`src/rtl/mem_stage_pkg.sv`:
```
// Shared defines for the MEM stage: opcodes, load/store funct3 codes, NOP word and the MEM/WB entry.
// Pure definitions, no timing or backpressure of its own.
package mem_stage_pkg;

  localparam logic [6:0] INST_TYPE_L = 7'b0000011;
  localparam logic [6:0] INST_TYPE_S = 7'b0100011;

  localparam logic [2:0] F3_LB  = 3'b000;
  localparam logic [2:0] F3_LH  = 3'b001;
  localparam logic [2:0] F3_LW  = 3'b010;
  localparam logic [2:0] F3_LBU = 3'b100;
  localparam logic [2:0] F3_LHU = 3'b101;
  localparam logic [2:0] F3_SB  = 3'b000;
  localparam logic [2:0] F3_SH  = 3'b001;
  localparam logic [2:0] F3_SW  = 3'b010;

  localparam logic [31:0] INST_NOP = 32'h00000013;

  typedef enum logic {S_IDLE, S_WAIT} state_t;

  typedef struct packed {
    logic        valid;
    logic [31:0] instr;
    logic [31:0] data;
    logic [31:0] data_men;
    logic [31:0] pc_next;
    logic [4:0]  wbaddr;
  } wb_t;

  function automatic wb_t wb_bubble();
    wb_t b;
    b       = '0;
    b.instr = INST_NOP;
    return b;
  endfunction

  // funct3[1:0] encodes the access size for both loads and stores.
  function automatic logic misaligned(input logic [2:0] funct3, input logic [1:0] addr);
    case (funct3[1:0])
      2'b00:   return 1'b0;
      2'b01:   return addr[0];
      default: return |addr;
    endcase
  endfunction

endpackage

```
`src/rtl/mem_stage_load_align.sv`:
```
// Load data extraction: selects byte/half/word by address and sign- or zero-extends.
// Combinational, no backpressure.
module load_align
  import mem_stage_pkg::*;
(
  input  logic [31:0] rdata,
  input  logic [1:0]  addr,
  input  logic [2:0]  funct3,
  output logic [31:0] result
);

  logic [31:0] shifted;

  always_comb begin
    shifted = rdata >> {addr, 3'b000};
    result  = rdata;
    case (funct3)
      F3_LB:   result = {{24{shifted[7]}}, shifted[7:0]};
      F3_LH:   result = {{16{shifted[15]}}, shifted[15:0]};
      F3_LBU:  result = {24'b0, shifted[7:0]};
      F3_LHU:  result = {16'b0, shifted[15:0]};
      F3_LW:   result = rdata;
      default: result = rdata;
    endcase
  end

endmodule

```
`src/rtl/mem_stage.sv`:
```
// MEM pipeline stage: issues data-memory requests, aligns load data, registers the MEM/WB entry.
// Non-memory ops take 1 cycle; loads/stores stall upstream until ack or ACK_TIMEOUT wait cycles.
module mem_stage
  import mem_stage_pkg::*;
#(
  parameter int ACK_TIMEOUT = 16
) (
  input  logic        clk,
  input  logic        reset,
  input  logic        valid_i,
  input  logic [31:0] instr_i,
  input  logic [31:0] data_i,
  input  logic [31:0] store_data_i,
  input  logic [31:0] pc_next_i,
  input  logic [4:0]  wbaddr_i,
  output logic        dmem_req_o,
  output logic        dmem_we_o,
  output logic [31:0] dmem_addr_o,
  output logic [31:0] dmem_wdata_o,
  output logic [3:0]  dmem_be_o,
  input  logic        dmem_ack_i,
  input  logic [31:0] dmem_rdata_i,
  output logic [31:0] data_men_o,
  output logic [31:0] data_o,
  output logic [31:0] pc_next_o,
  output logic [31:0] instr_o,
  output logic [4:0]  wbaddr_o,
  output logic        valid_o,
  output logic        stall_o,
  output logic        misalign_o,
  output logic        bus_err_o
);

  state_t      state;
  logic [7:0]  wait_cnt;
  logic [31:0] instr_q, data_q, pc_q;
  logic [4:0]  wbaddr_q;
  wb_t         wb_q;

  logic [6:0]  opcode;
  logic [2:0]  funct3;
  logic        is_load, is_store, is_mem, bad_align, start, timeout;
  logic [3:0]  st_be;
  logic [31:0] st_wdata, load_result;

  assign opcode    = instr_i[6:0];
  assign funct3    = instr_i[14:12];
  assign is_load   = (opcode == INST_TYPE_L);
  assign is_store  = (opcode == INST_TYPE_S);
  assign is_mem    = is_load || is_store;
  assign bad_align = is_mem && misaligned(funct3, data_i[1:0]);
  assign start     = (state == S_IDLE) && valid_i && is_mem && !bad_align;
  assign timeout   = (state == S_WAIT) && !dmem_ack_i && (wait_cnt == 8'(ACK_TIMEOUT - 1));
  // The timeout cycle releases the freeze so the faulted instruction retires instead of reissuing.
  assign stall_o   = start || ((state == S_WAIT) && !dmem_ack_i && !timeout);

  always_comb begin
    st_be    = 4'b1111;
    st_wdata = '0;
    if (is_store) begin
      st_wdata = store_data_i;
      case (funct3)
        F3_SB: begin
          st_be    = 4'b0001 << data_i[1:0];
          st_wdata = {4{store_data_i[7:0]}};
        end
        F3_SH: begin
          st_be    = data_i[1] ? 4'b1100 : 4'b0011;
          st_wdata = {2{store_data_i[15:0]}};
        end
        default: st_be = 4'b1111;
      endcase
    end
  end

  load_align u_load_align (
    .rdata  (dmem_rdata_i),
    .addr   (data_q[1:0]),
    .funct3 (instr_q[14:12]),
    .result (load_result)
  );

  always_ff @(posedge clk or posedge reset) begin
    if (reset) begin
      state        <= S_IDLE;
      wait_cnt     <= '0;
      dmem_req_o   <= 1'b0;
      dmem_we_o    <= 1'b0;
      dmem_addr_o  <= '0;
      dmem_wdata_o <= '0;
      dmem_be_o    <= '0;
      instr_q      <= INST_NOP;
      data_q       <= '0;
      pc_q         <= '0;
      wbaddr_q     <= '0;
      wb_q         <= wb_bubble();
      misalign_o   <= 1'b0;
      bus_err_o    <= 1'b0;
    end else begin
      wb_q       <= wb_bubble();
      misalign_o <= 1'b0;
      bus_err_o  <= 1'b0;
      case (state)
        S_IDLE: begin
          if (valid_i && !is_mem) begin
            wb_q <= '{valid: 1'b1, instr: instr_i, data: data_i, data_men: 32'b0,
                      pc_next: pc_next_i, wbaddr: wbaddr_i};
          end else if (valid_i && bad_align) begin
            misalign_o <= 1'b1;
          end else if (start) begin
            state        <= S_WAIT;
            wait_cnt     <= '0;
            dmem_req_o   <= 1'b1;
            dmem_we_o    <= is_store;
            dmem_addr_o  <= {data_i[31:2], 2'b00};
            dmem_be_o    <= st_be;
            dmem_wdata_o <= st_wdata;
            instr_q      <= instr_i;
            data_q       <= data_i;
            pc_q         <= pc_next_i;
            wbaddr_q     <= wbaddr_i;
          end
        end
        S_WAIT: begin
          if (dmem_ack_i) begin
            state      <= S_IDLE;
            dmem_req_o <= 1'b0;
            wb_q <= '{valid: 1'b1, instr: instr_q, data: data_q,
                      data_men: (instr_q[6:0] == INST_TYPE_L) ? load_result : 32'b0,
                      pc_next: pc_q, wbaddr: wbaddr_q};
          end else if (timeout) begin
            state      <= S_IDLE;
            dmem_req_o <= 1'b0;
            bus_err_o  <= 1'b1;
          end else begin
            wait_cnt <= wait_cnt + 8'd1;
          end
        end
        default: state <= S_IDLE;
      endcase
    end
  end

  assign valid_o    = wb_q.valid;
  assign instr_o    = wb_q.instr;
  assign data_o     = wb_q.data;
  assign data_men_o = wb_q.data_men;
  assign pc_next_o  = wb_q.pc_next;
  assign wbaddr_o   = wb_q.wbaddr;

endmodule

```
`config.mk`:
```
export PLATFORM = sky130hd
export DESIGN_NAME = mem_stage
export DESIGN_NICKNAME = d
export VERILOG_FILES = /design/src/rtl/mem_stage_pkg.sv /design/src/rtl/mem_stage_load_align.sv /design/src/rtl/mem_stage.sv
export SDC_FILE = /design/constraint.sdc
export NUM_CORES = 1
export LEC_CHECK = 0
export ABC_AREA = 0
export CAP_MARGIN = 15
export CORE_MARGIN = 4
export CORE_UTILIZATION = 47
export CTS_CLUSTER_SIZE = 8
export DETAILED_ROUTE_END_ITERATION = 6
export PLACE_DENSITY_LB_ADDON = 0.12
export SYNTH_ARGS = -nofsm -noshare
export SYNTH_HDL_FRONTEND = slang
export SYNTH_HIERARCHICAL = 1
export SYNTH_SLANG_ARGS = --single-unit
```
`constraint.sdc`:
```
create_clock -name clk -period 11.8 [get_ports clk]
set_input_delay 1.18 -clock clk [delete_from_list [all_inputs] [get_ports clk]]
set_output_delay 1.18 -clock clk [all_outputs]
set_load 0.02 [all_outputs]
```
==> run_results.csv <==
group,metric,value,unit
timing,period_share,0.420,
drt,detail_route.iter0.violations,798,
floorplan,fp.dieH,166,um
floorplan,die_w,166,um
setup_path,reg2regPathDepth,5,
setup_path,worstPathArrival,3780,ps
synthesis,synth_cell_types,55,
power,peakVddDrop,98.4,uV
setup_path,start_kind,"input pin",
placed_design,gp_congestion,0.868,
drt,antenna_left,0,
grt,antenna_found_initial,1,
cells_and_area,area_growth,40.6,%
power,p_leak,7.76,nW
cts,cts_buffers,41,
grt,grt_pass1_vias,9388,
hold_path,holdPathEnd,"dmem_wdata_o[25]",
floorplan,core-area,0.0245,mm^2
grt,grt_overflow_total,0,
power,power_per_cell_area,148,mW/mm^2
synthesis,synth_area,0.0118,mm^2
drt,num_vias,9304,
drt,viasPerCell,5.23,
grt,grt_pass1_wl,52600,um
synthesis,ys_warn_count,6,
cells_and_area,post-route-util,0.676,
status,status,"finished, final reports clean",
drt,topRoutingLayerUsed,"met4",
power,p_total,2.46,mW
drt,wl_per_cell,18.8,um
hold_path,hold_class,"register to register",
timing,rsz0062_at_grt,"no",
cells_and_area,post_route_cells_drive_above_1_share,0.0667,
synthesis,async_reset_ff_frac,1.00,
grt,grt_max_degree,151,
timing,min_period,4960,ps
drt,met2RoutedLength,16000,um
hold_path,hold_depth,2,
synthesis,avgSynthCellArea,10.6,um^2
cts,hold_buffers,0,
drt,wl_met1,13500,um
synthesis,synth_edf_count,0,
cells_and_area,fin_cells,1779,
setup_path,reg2reg_to,"dmem_wdata_o[12]",
flow_run,cap_violations,0,
drt,drc,0,
floorplan,num_rows,57,
cts,root_buffer,"clkbuf_16",
placed_design,dp_hpwl,22200,um
timing,tightest_slew,1000,ps
timing,fmax,0.202,GHz
timing,finalHoldViolCount,0,
cts,clock_sinks,284,
synthesis,synthCells,1117,
cts,cts-htree-levels,2,
cells_and_area,num-fill-cells,1900,
cts,clockBufferDepth,3,
placed_design,port_buffers,373,
setup_path,timing_worst_setup_path_type,"input pin to primary output",
timing,slew_headroom,0.332,
cts,cts_tree,"built",
timing,finClkSkew,14.1,ps
setup_path,endpoint_kind,"primary output",
floorplan,ios,376,
timing,drv_slew,0,
setup_path,regToRegSetupSlack,8940,ps
cts,clk_latency,520,ps
placed_design,place_inst,1722,
cts,post_cts_buffers,0,
hold_path,min-delay-start,"dmem_wdata_o[25]",
synthesis,ys_ff_latch,284,
synthesis,yosysSeqAreaShare,0.603,
timing,setup_viol,0,
cts,clkTransAtPathRegs,50,ps
drt,dr_wl_met3,2940,um
drt,drt-pass1-iter-count,5,
cells_and_area,layout.nets,1612,
cts,cts_resized,0,
floorplan,die-area,0.0277,mm^2
grt,grt_usage,0.235,
synthesis,ys.flop_type,"dfrtp_1",
timing,fin_setup_tns,0,ps
setup_path,worstReg2RegStart,"state",
setup_path,worstPathMaxFanout,15,
drt,wl,33400,um
setup_path,critical_path_required,10620,ps
floorplan,initial_utilization,0.481,
## placed cells by master (no fill, tap or decap), types with 3 or more instances in the layout
cell type        instances
dfstp_2                  6
o22a_1                   3
inv_1                    7
mux2i_1                 21
a22oi_1                  5
clkdlybuf4s50_1        373
o21ai_0                 25
o2111ai_1                8
a22o_1                 108
nand2b_1                 5
and2_1                  38
buf_4                   11
a21oi_1                  6
clkbuf_1                10
clkbuf_16               42
o31ai_1                  9
dfrtp_1                278
mux2_2                  15
o21ai_1                  5
a221oi_1                 5
nor2_1                  16
nor2b_1                  3
nand3_1                 24
nand2_1                389
## cell usage after synthesis (all sizes together), types with 2 or more instances
| master | count | area share |
|---|---|---|
| a21oi | 7 | 0.0033 |
| a221oi | 6 | 0.0059 |
| a22o | 108 | 0.080 |
| a22oi | 5 | 0.0032 |
| a41oi | 2 | 0.0015 |
| and2 | 40 | 0.021 |
| and3 | 2 | 0.0011 |
| buf | 70 | 0.041 |
| clkbuf | 34 | 0.011 |
| dfrtp | 278 | 0.59 |
| dfstp | 6 | 0.013 |
| inv | 8 | 0.0025 |
| mux2 | 15 | 0.014 |
| mux2i | 21 | 0.018 |
| nand2 | 389 | 0.12 |
| nand2b | 6 | 0.0034 |
| nand3 | 24 | 0.010 |
| nand4 | 2 | 0.0023 |
| nor2 | 19 | 0.0071 |
| nor2b | 4 | 0.0023 |
| nor3 | 3 | 0.0027 |
| nor4 | 2 | 0.0011 |
| o2111ai | 8 | 0.0059 |
| o21ai | 30 | 0.013 |
| o22a | 3 | 0.0022 |
| o31ai | 9 | 0.0057 |
| or4b | 2 | 0.0017 |
## registers in the layout, indices dropped and copies added, names as in the netlist, 4 cells and up
register,flops
pc_next_o,32
wait_cnt,8
instr_o,32
wbaddr_o,5
data_q,32
data_men_o,32
wbaddr_q,5
instr_q,32
dmem_be_o,4
dmem_wdata_o,32
pc_q,32
data_o,32
## critical path: stages
cell,delay [ps]
clkdlybuf4s50_1,970
a21oi_1,130
nor2_1,340
o31a_1,470
inv_1,120
clkdlybuf4s50_1,560
## layer usage
metal | up-vias | global-route usage
li1 | 4365 | -
met1 | 4511 | 0.296
met2 | 366 | 0.388
met3 | 62 | 0.0744
met4 | 0 | 0.0776
met5 | - | 0
## stage by stage
| step | hold WS, ps | worst slack (ps) | area, um^2 |
|---|---|---|---|
| 4_1_cts | 465 | 6830 | 16600 |
| 2_1_floorplan | 445 | 2790 | 11800 |
| 3_5_place_dp | 455 | 6840 | 15400 |
| 3_3_place_gp | 449 | 6890 | 15400 |
| 6_report | 463 | 6840 | 16600 |
| 5_1_grt | 483 | 6700 | 16600 |
## cell type report
class / instances / area [um^2] / share of cell area
Clock buffer: 52 / 1090 / 0.0656
Multi-Input combinational cell: 722 / 4050 / 0.244
Timing Repair Buffer: 385 / 3840 / 0.232
Tap cell: 324 / 405 / 0.0244
Sequential cell: 284 / 7110 / 0.429
Clock inverter: 3 / 41.3 / 0.00249
Antenna cell: 1 / 2.50 / 0.000151
Inverter: 8 / 37.5 / 0.00226
## logic make-up after synthesis
kind of cell	Yosys count	share of synthesized area
compound gates	186	0.128
fa+ha+maj	1	0.00106
buf+inv	112	0.0550
flops	284	0.603
mux	37	0.0341
other cells	1	0.000318
simple gates	496	0.179
## worst max path at each step
stage / slack [ps] / startpoint / to / cells after the start
after floorplan: 2790 / reset / bus_err_o / 1
after global placement: 6890 / instr_i[12] / stall_o / 6
after detailed placement: 6840 / instr_i[12] / stall_o / 6
after CTS: 6830 / instr_i[12] / stall_o / 6
after global routing: 6700 / instr_i[12] / stall_o / 6
final: 6840 / instr_i[12] / stall_o / 6
## power by group
group	internal (mW)	switching [mW]	leakage (nW)	total, mW
registers	1.04	0.0365	3.79	1.07
logic	0.169	0.175	3.42	0.344
clock network	0.639	0.403	0.550	1.04
Note: power is estimated with default switching activity, not from simulation.
